## src/rtl/arith_pkg.sv

```systemverilog
// Shared definitions for the bit-serial arithmetic blocks.
package arith_pkg;

    // Control states of the serial subtractor.
    typedef enum logic [1:0] {
        IDLE  = 2'd0,
        SHIFT = 2'd1,
        DONE  = 2'd2
    } sub_state_e;

endpackage

```

## src/rtl/serial_subtractor_if.sv

```systemverilog
// Request/result bundle for the serial subtractor.
//
// Handshake: the requester raises start with a/b valid. The subtractor accepts
// it on a clock edge where it is idle or in its single done cycle. busy is then
// high until the result is ready. done pulses for exactly one cycle with
// diff/borrow_out valid. Those two outputs stay stable until the next done. A
// start seen while busy is ignored, and a/b are don't-care while busy.
interface serial_subtractor_if #(
    parameter int WIDTH = 8
);
    logic             start;
    logic [WIDTH-1:0] a;
    logic [WIDTH-1:0] b;
    logic             busy;
    logic             done;
    logic [WIDTH-1:0] diff;
    logic             borrow_out;

    modport master (
        output start, a, b,
        input  busy, done, diff, borrow_out
    );

    modport slave (
        input  start, a, b,
        output busy, done, diff, borrow_out
    );
endinterface

```

## src/rtl/serial_subtractor_full_subtractor_bit.sv

```systemverilog
// One-bit full subtractor cell: d = a - b - bin, with borrow out.
module full_subtractor_bit (
    input  logic a,
    input  logic b,
    input  logic bin,
    output logic d,
    output logic bout
);

    // A borrow is generated when b > a. A borrow-in propagates when a == b.
    always_comb begin
        d    = a ^ b ^ bin;
        bout = (~a & b) | (~(a ^ b) & bin);
    end

endmodule

```

## src/rtl/serial_subtractor.sv

```systemverilog
// Bit-serial unsigned subtractor: diff = a - b, one bit per clock, LSB first.
module serial_subtractor
    import arith_pkg::*;
#(
    parameter int WIDTH = 8
) (
    input  logic                clk,
    input  logic                rst,
    serial_subtractor_if.slave  bus,
    output sub_state_e          state_o
);

    localparam int CNT_W = $clog2(WIDTH + 1);
    localparam int RW    = WIDTH - 1;
    localparam logic [CNT_W-1:0] LAST_BIT = CNT_W'(WIDTH - 1);

    sub_state_e       state_q, state_d;
    logic [WIDTH-1:0] a_sr_q, a_sr_d;
    logic [WIDTH-1:0] b_sr_q, b_sr_d;
    // Holds the WIDTH-1 result bits produced so far. The final bit goes straight into diff.
    logic [RW-1:0]    res_q, res_d;
    logic             br_q, br_d;
    logic [CNT_W-1:0] cnt_q, cnt_d;
    logic [WIDTH-1:0] diff_q, diff_d;
    logic             bout_q, bout_d;

    logic             fs_d;
    logic             fs_bout;

    full_subtractor_bit u_fs (
        .a    (a_sr_q[0]),
        .b    (b_sr_q[0]),
        .bin  (br_q),
        .d    (fs_d),
        .bout (fs_bout)
    );

    // State and datapath registers. Reset clears everything, including the held result.
    always_ff @(posedge clk) begin
        if (rst) begin
            state_q <= IDLE;
            a_sr_q  <= '0;
            b_sr_q  <= '0;
            res_q   <= '0;
            br_q    <= 1'b0;
            cnt_q   <= '0;
            diff_q  <= '0;
            bout_q  <= 1'b0;
        end else begin
            state_q <= state_d;
            a_sr_q  <= a_sr_d;
            b_sr_q  <= b_sr_d;
            res_q   <= res_d;
            br_q    <= br_d;
            cnt_q   <= cnt_d;
            diff_q  <= diff_d;
            bout_q  <= bout_d;
        end
    end

    // Next-state and datapath control. A start is accepted in IDLE or DONE, so operations can run back to back.
    always_comb begin
        state_d = state_q;
        a_sr_d  = a_sr_q;
        b_sr_d  = b_sr_q;
        res_d   = res_q;
        br_d    = br_q;
        cnt_d   = cnt_q;
        diff_d  = diff_q;
        bout_d  = bout_q;

        case (state_q)
            IDLE, DONE: begin
                state_d = IDLE;
                if (bus.start) begin
                    a_sr_d  = bus.a;
                    b_sr_d  = bus.b;
                    res_d   = '0;
                    br_d    = 1'b0;
                    cnt_d   = '0;
                    state_d = SHIFT;
                end
            end
            SHIFT: begin
                a_sr_d = {1'b0, a_sr_q[WIDTH-1:1]};
                b_sr_d = {1'b0, b_sr_q[WIDTH-1:1]};
                // Right shift of {new bit, partial result}, keeping the upper RW bits.
                res_d  = RW'({fs_d, res_q} >> 1);
                br_d   = fs_bout;
                cnt_d  = cnt_q + 1'b1;
                if (cnt_q == LAST_BIT) begin
                    diff_d  = {fs_d, res_q};
                    bout_d  = fs_bout;
                    state_d = DONE;
                end
            end
            default: state_d = IDLE;
        endcase
    end

    assign bus.busy       = (state_q == SHIFT);
    assign bus.done       = (state_q == DONE);
    assign bus.diff       = diff_q;
    assign bus.borrow_out = bout_q;
    assign state_o        = state_q;

endmodule

```

## src/flat_wrapper.sv

```systemverilog
// flat-port wrapper written by rule: the top's interface ports become plain ports
module serial_subtractor_flat import arith_pkg::*;
#(
    parameter int WIDTH = 8
)
  (clk, rst, state_o, bus_start, bus_a, bus_b, bus_busy, bus_done, bus_diff, bus_borrow_out);
  serial_subtractor_if #(.WIDTH(WIDTH)) bus_i ();
  input  logic clk;
  input  logic rst;
  output sub_state_e state_o;
  input wire logic [$bits(bus_i.start)-1:0] bus_start;
  input wire logic [$bits(bus_i.a)-1:0] bus_a;
  input wire logic [$bits(bus_i.b)-1:0] bus_b;
  output wire logic [$bits(bus_i.busy)-1:0] bus_busy;
  output wire logic [$bits(bus_i.done)-1:0] bus_done;
  output wire logic [$bits(bus_i.diff)-1:0] bus_diff;
  output wire logic [$bits(bus_i.borrow_out)-1:0] bus_borrow_out;
  assign bus_i.start = bus_start;
  assign bus_i.a = bus_a;
  assign bus_i.b = bus_b;
  assign bus_busy = bus_i.busy;
  assign bus_done = bus_i.done;
  assign bus_diff = bus_i.diff;
  assign bus_borrow_out = bus_i.borrow_out;
  serial_subtractor #(.WIDTH(WIDTH)) u_core (.clk(clk), .rst(rst), .bus(bus_i), .state_o(state_o));
endmodule
```

## config.mk

```make
export PLATFORM = sky130hd
export DESIGN_NAME = serial_subtractor_flat
export DESIGN_NICKNAME = d
export VERILOG_FILES = /design/src/rtl/arith_pkg.sv /design/src/rtl/serial_subtractor_if.sv /design/src/rtl/serial_subtractor_full_subtractor_bit.sv /design/src/rtl/serial_subtractor.sv /design/src/flat_wrapper.sv
export SDC_FILE = /design/constraint.sdc
export NUM_CORES = 1
export LEC_CHECK = 0
export CORE_AREA = 10 10 66 68
export CTS_BUF_LIST = sky130_fd_sc_hd__clkbuf_8 sky130_fd_sc_hd__clkbuf_16
export DETAILED_ROUTE_END_ITERATION = 16
export DIE_AREA = 0 0 76 78
export HOLD_SLACK_MARGIN = 0.1
export PLACE_DENSITY = 0.8
export SLEW_MARGIN = 15
export SYNTH_ARGS = -nofsm -noshare
export SYNTH_HDL_FRONTEND = slang
export SYNTH_SLANG_ARGS = --single-unit
```

## constraint.sdc

```tcl
create_clock -name clk -period 4 [get_ports clk]
set_clock_uncertainty 0.15 [all_clocks]
set_input_delay 0.6 -clock clk [delete_from_list [all_inputs] [get_ports clk]]
set_output_delay 0.6 -clock clk [all_outputs]
set_load 0.02 [all_outputs]
```

==> run summary <==
Yosys Warn Count - 0
Critical path peak fanout - 38
Vias - 1432
Diodes inserted - 0
H-tree depth - 2
Final setup viols - 0
Minimum hold slack - 320 ps
Core area - 3180 µm²
Setup TNS - 0 ps
Slew Viols, Final - 0
Gr ovfl total - 0
Hold buffers post-CTS - 0
WL/cell - 15.4 µm
Post-CTS sizing - 0
Most common cell after layout, fill and taps aside - dfxtp_1
Layout area overhead - 25.1%
Status - completed
M2 GR Usage - 0.222
Die area - 5930 µm²
GRT busiest layer - met2
Number of max-cap violations - 0
WL final - 3890 µm
Most frequent cells in the layout - 39 x dfxtp_1, 37 x a21oi_1, 34 x nand3_1, 31 x clkdlybuf4s50_1, 14 x a22oi_1
Crit path launch type - flip-flop
Mean post-synth cell area - 8.81 µm²
Die height - 78 µm
Leak - 0.686 nW
M1 GR Usage - 0.146
Clk pin slew, worst setup/hold paths - 80 ps
Placed Area - 1890 µm²
CP required - 3250 ps
WS Path Type - flip-flop to output pin
Clk Latency, worst-skew pair - 290 ps
Drt pass-1 iters - 4
Part of the cycle the worst path needs - 0.663
Vias per cell - 5.68
Final Hold Viols - 0
Gr usage total - 0.132
Hold WC Path Type - flip-flop to flip-flop
Arrival time worst endpoint - 1900 ps
Max Root-Sink Buffers - 2
IO buf count - 31
Post-route DRC - 0
Die width - 76 µm
F_max - 377 MHz
Slew headroom - 0.328
Num rows - 21
Largest net degree at the start of global routing - 39
CTS tree - done
Synth Instances - 182
Number of global-route vias before repair - 1397
Setup bufs post-CTS - 0
First-pass GRT wire length - 6470 µm
GPL Wtd Cong - 0.716
Share of cells above drive strength 1 - 0.0728
Maximum vdd drop - 0.252 mV
CTS sink cnt - 39
Worst R2R Setup Slack - 2220 ps
Unrepaired setup endpoints after global routing - false
Root buffer cell - clkbuf_8
Worst-margin pin slew - 1010 ps
Worst Setup End Kind - output pin
Pwr Density - 419 nW/µm²
Flops & latches, synth - 39
Cts bufs inserted - 5
Starting DRT DRC Count - 168
Sequential-to-total area share from yosys stat - 0.487
Initial antenna violation count - 0
Post-Syn Area - 1600 µm²
HPWL after detailed placement - 2490 µm
Final #Nets - 226
I/O pin count - 32
Syn Nets - 203
Final min period - 2650 ps
Fin area - 2000 µm²
Met3 Use GR - 0.0472
Initial Util - 0.504
Routed Antenna Nets - 0
Post-synth cell types - 26
## path summary, 6_finish.rpt
path,depth (start not counted),start,endpoint
worst max-delay path,3,u_core.state_o[1],bus_busy
worst min-delay path,2,u_core.br_q,u_core.br_q
worst max register to register,3,u_core.state_o[0],u_core.a_sr_q[2]
worst min register to register,2,u_core.br_q,u_core.br_q
## synthesized netlist by cell type
cell type  instances  area (µm²)
mux2_4             2        30.0
buf_6              3        33.8
buf_1              2        7.51
a21oi_1           37         185
nand4_2            1        12.5
a22oi_1           14         105
buf_4              1        7.51
nor3b_1            1        7.51
nand2b_1           4        25.0
buf_2             10        50.1
fa_1               1        20.0
nor2_1             2        7.51
clkbuf_1           2        7.51
inv_1              2        7.51
dfxtp_1           39         781
and3b_1            1        8.76
nand2_1           10        37.5
o21ai_0            8        40.0
clkinv_2           1        5.00
nand3_1           34         170
a311oi_1           1        8.76
nor2b_1            2        12.5
ha_1               1        12.5
nand3b_1           1        7.51
a211oi_1           1        7.51
nor3_1             1        5.00
## where the power goes
part	total, W	switching, W	internal [W]	leakage (nW)
combinational	0.0000908	0.0000526	0.0000383	0.307
sequential	0.000411	0.00000882	0.000402	0.317
clock	0.000338	0.000137	0.000202	0.0612
total	0.000840	0.000198	0.000642	0.686
## per-layer routing
| metal | routed length [µm] | vias up |
|---|---|---|
| met4 | 76 | 0 |
| met1 | 1640 | 686 |
| met3 | 192 | 8 |
| met5 | 0 | - |
| met2 | 1980 | 42 |
| li1 | - | 696 |
## registers in the layout (all words and copies together), names as in the netlist
name	flops
u_core.state_o	2
u_core.a_sr_q	8
u_core.br_q	1
u_core.bus.diff	8
u_core.bus.borrow_out	1
u_core.b_sr_q	8
u_core.res_q	7
u_core.cnt_q	4
## kinds of logic (layout without fill, tap and decap cells)
group / after synthesis / after routing / share of synthesized area
adder cells (fa/ha/maj): 2 / 2 / 0.0203
AND/OR/NAND/NOR: 57 / 57 / 0.183
multiplexers: 2 / 2 / 0.0187
flip-flops: 39 / 39 / 0.487
AO/OA/AOI/OAI: 61 / 61 / 0.216
buffers and inverters: 21 / 45 / 0.0742
## through the flow
stage	instances	power [W]	utilization	setup WS [ps]
2_1_floorplan	182	0.000482	-	2210
3_3_place_gp	244	0.000505	0.593	1680
3_5_place_dp	244	0.000510	0.593	1610
4_1_cts	252	0.000842	0.630	1340
5_1_grt	252	0.000870	0.630	1230
6_report	252	0.000840	0.630	1350
## critical path, stage by stage, from the launching register on
cell	delay (ps)
dfxtp_1	340
nand2b_1	160
clkinv_2	420
clkdlybuf4s50_1	690
## cell type report
class / count / area (µm²)
Fill cell: 264 / 1170
Inverter: 3 / 12.5
Clock buffer: 6 / 82.6
Sequential cell: 39 / 781
Timing Repair Buffer: 34 / 333
Clock inverter: 2 / 35.0
Tap cell: 46 / 57.6
Multi-Input combinational cell: 122 / 703
Power figures use the tool's default switching activity.
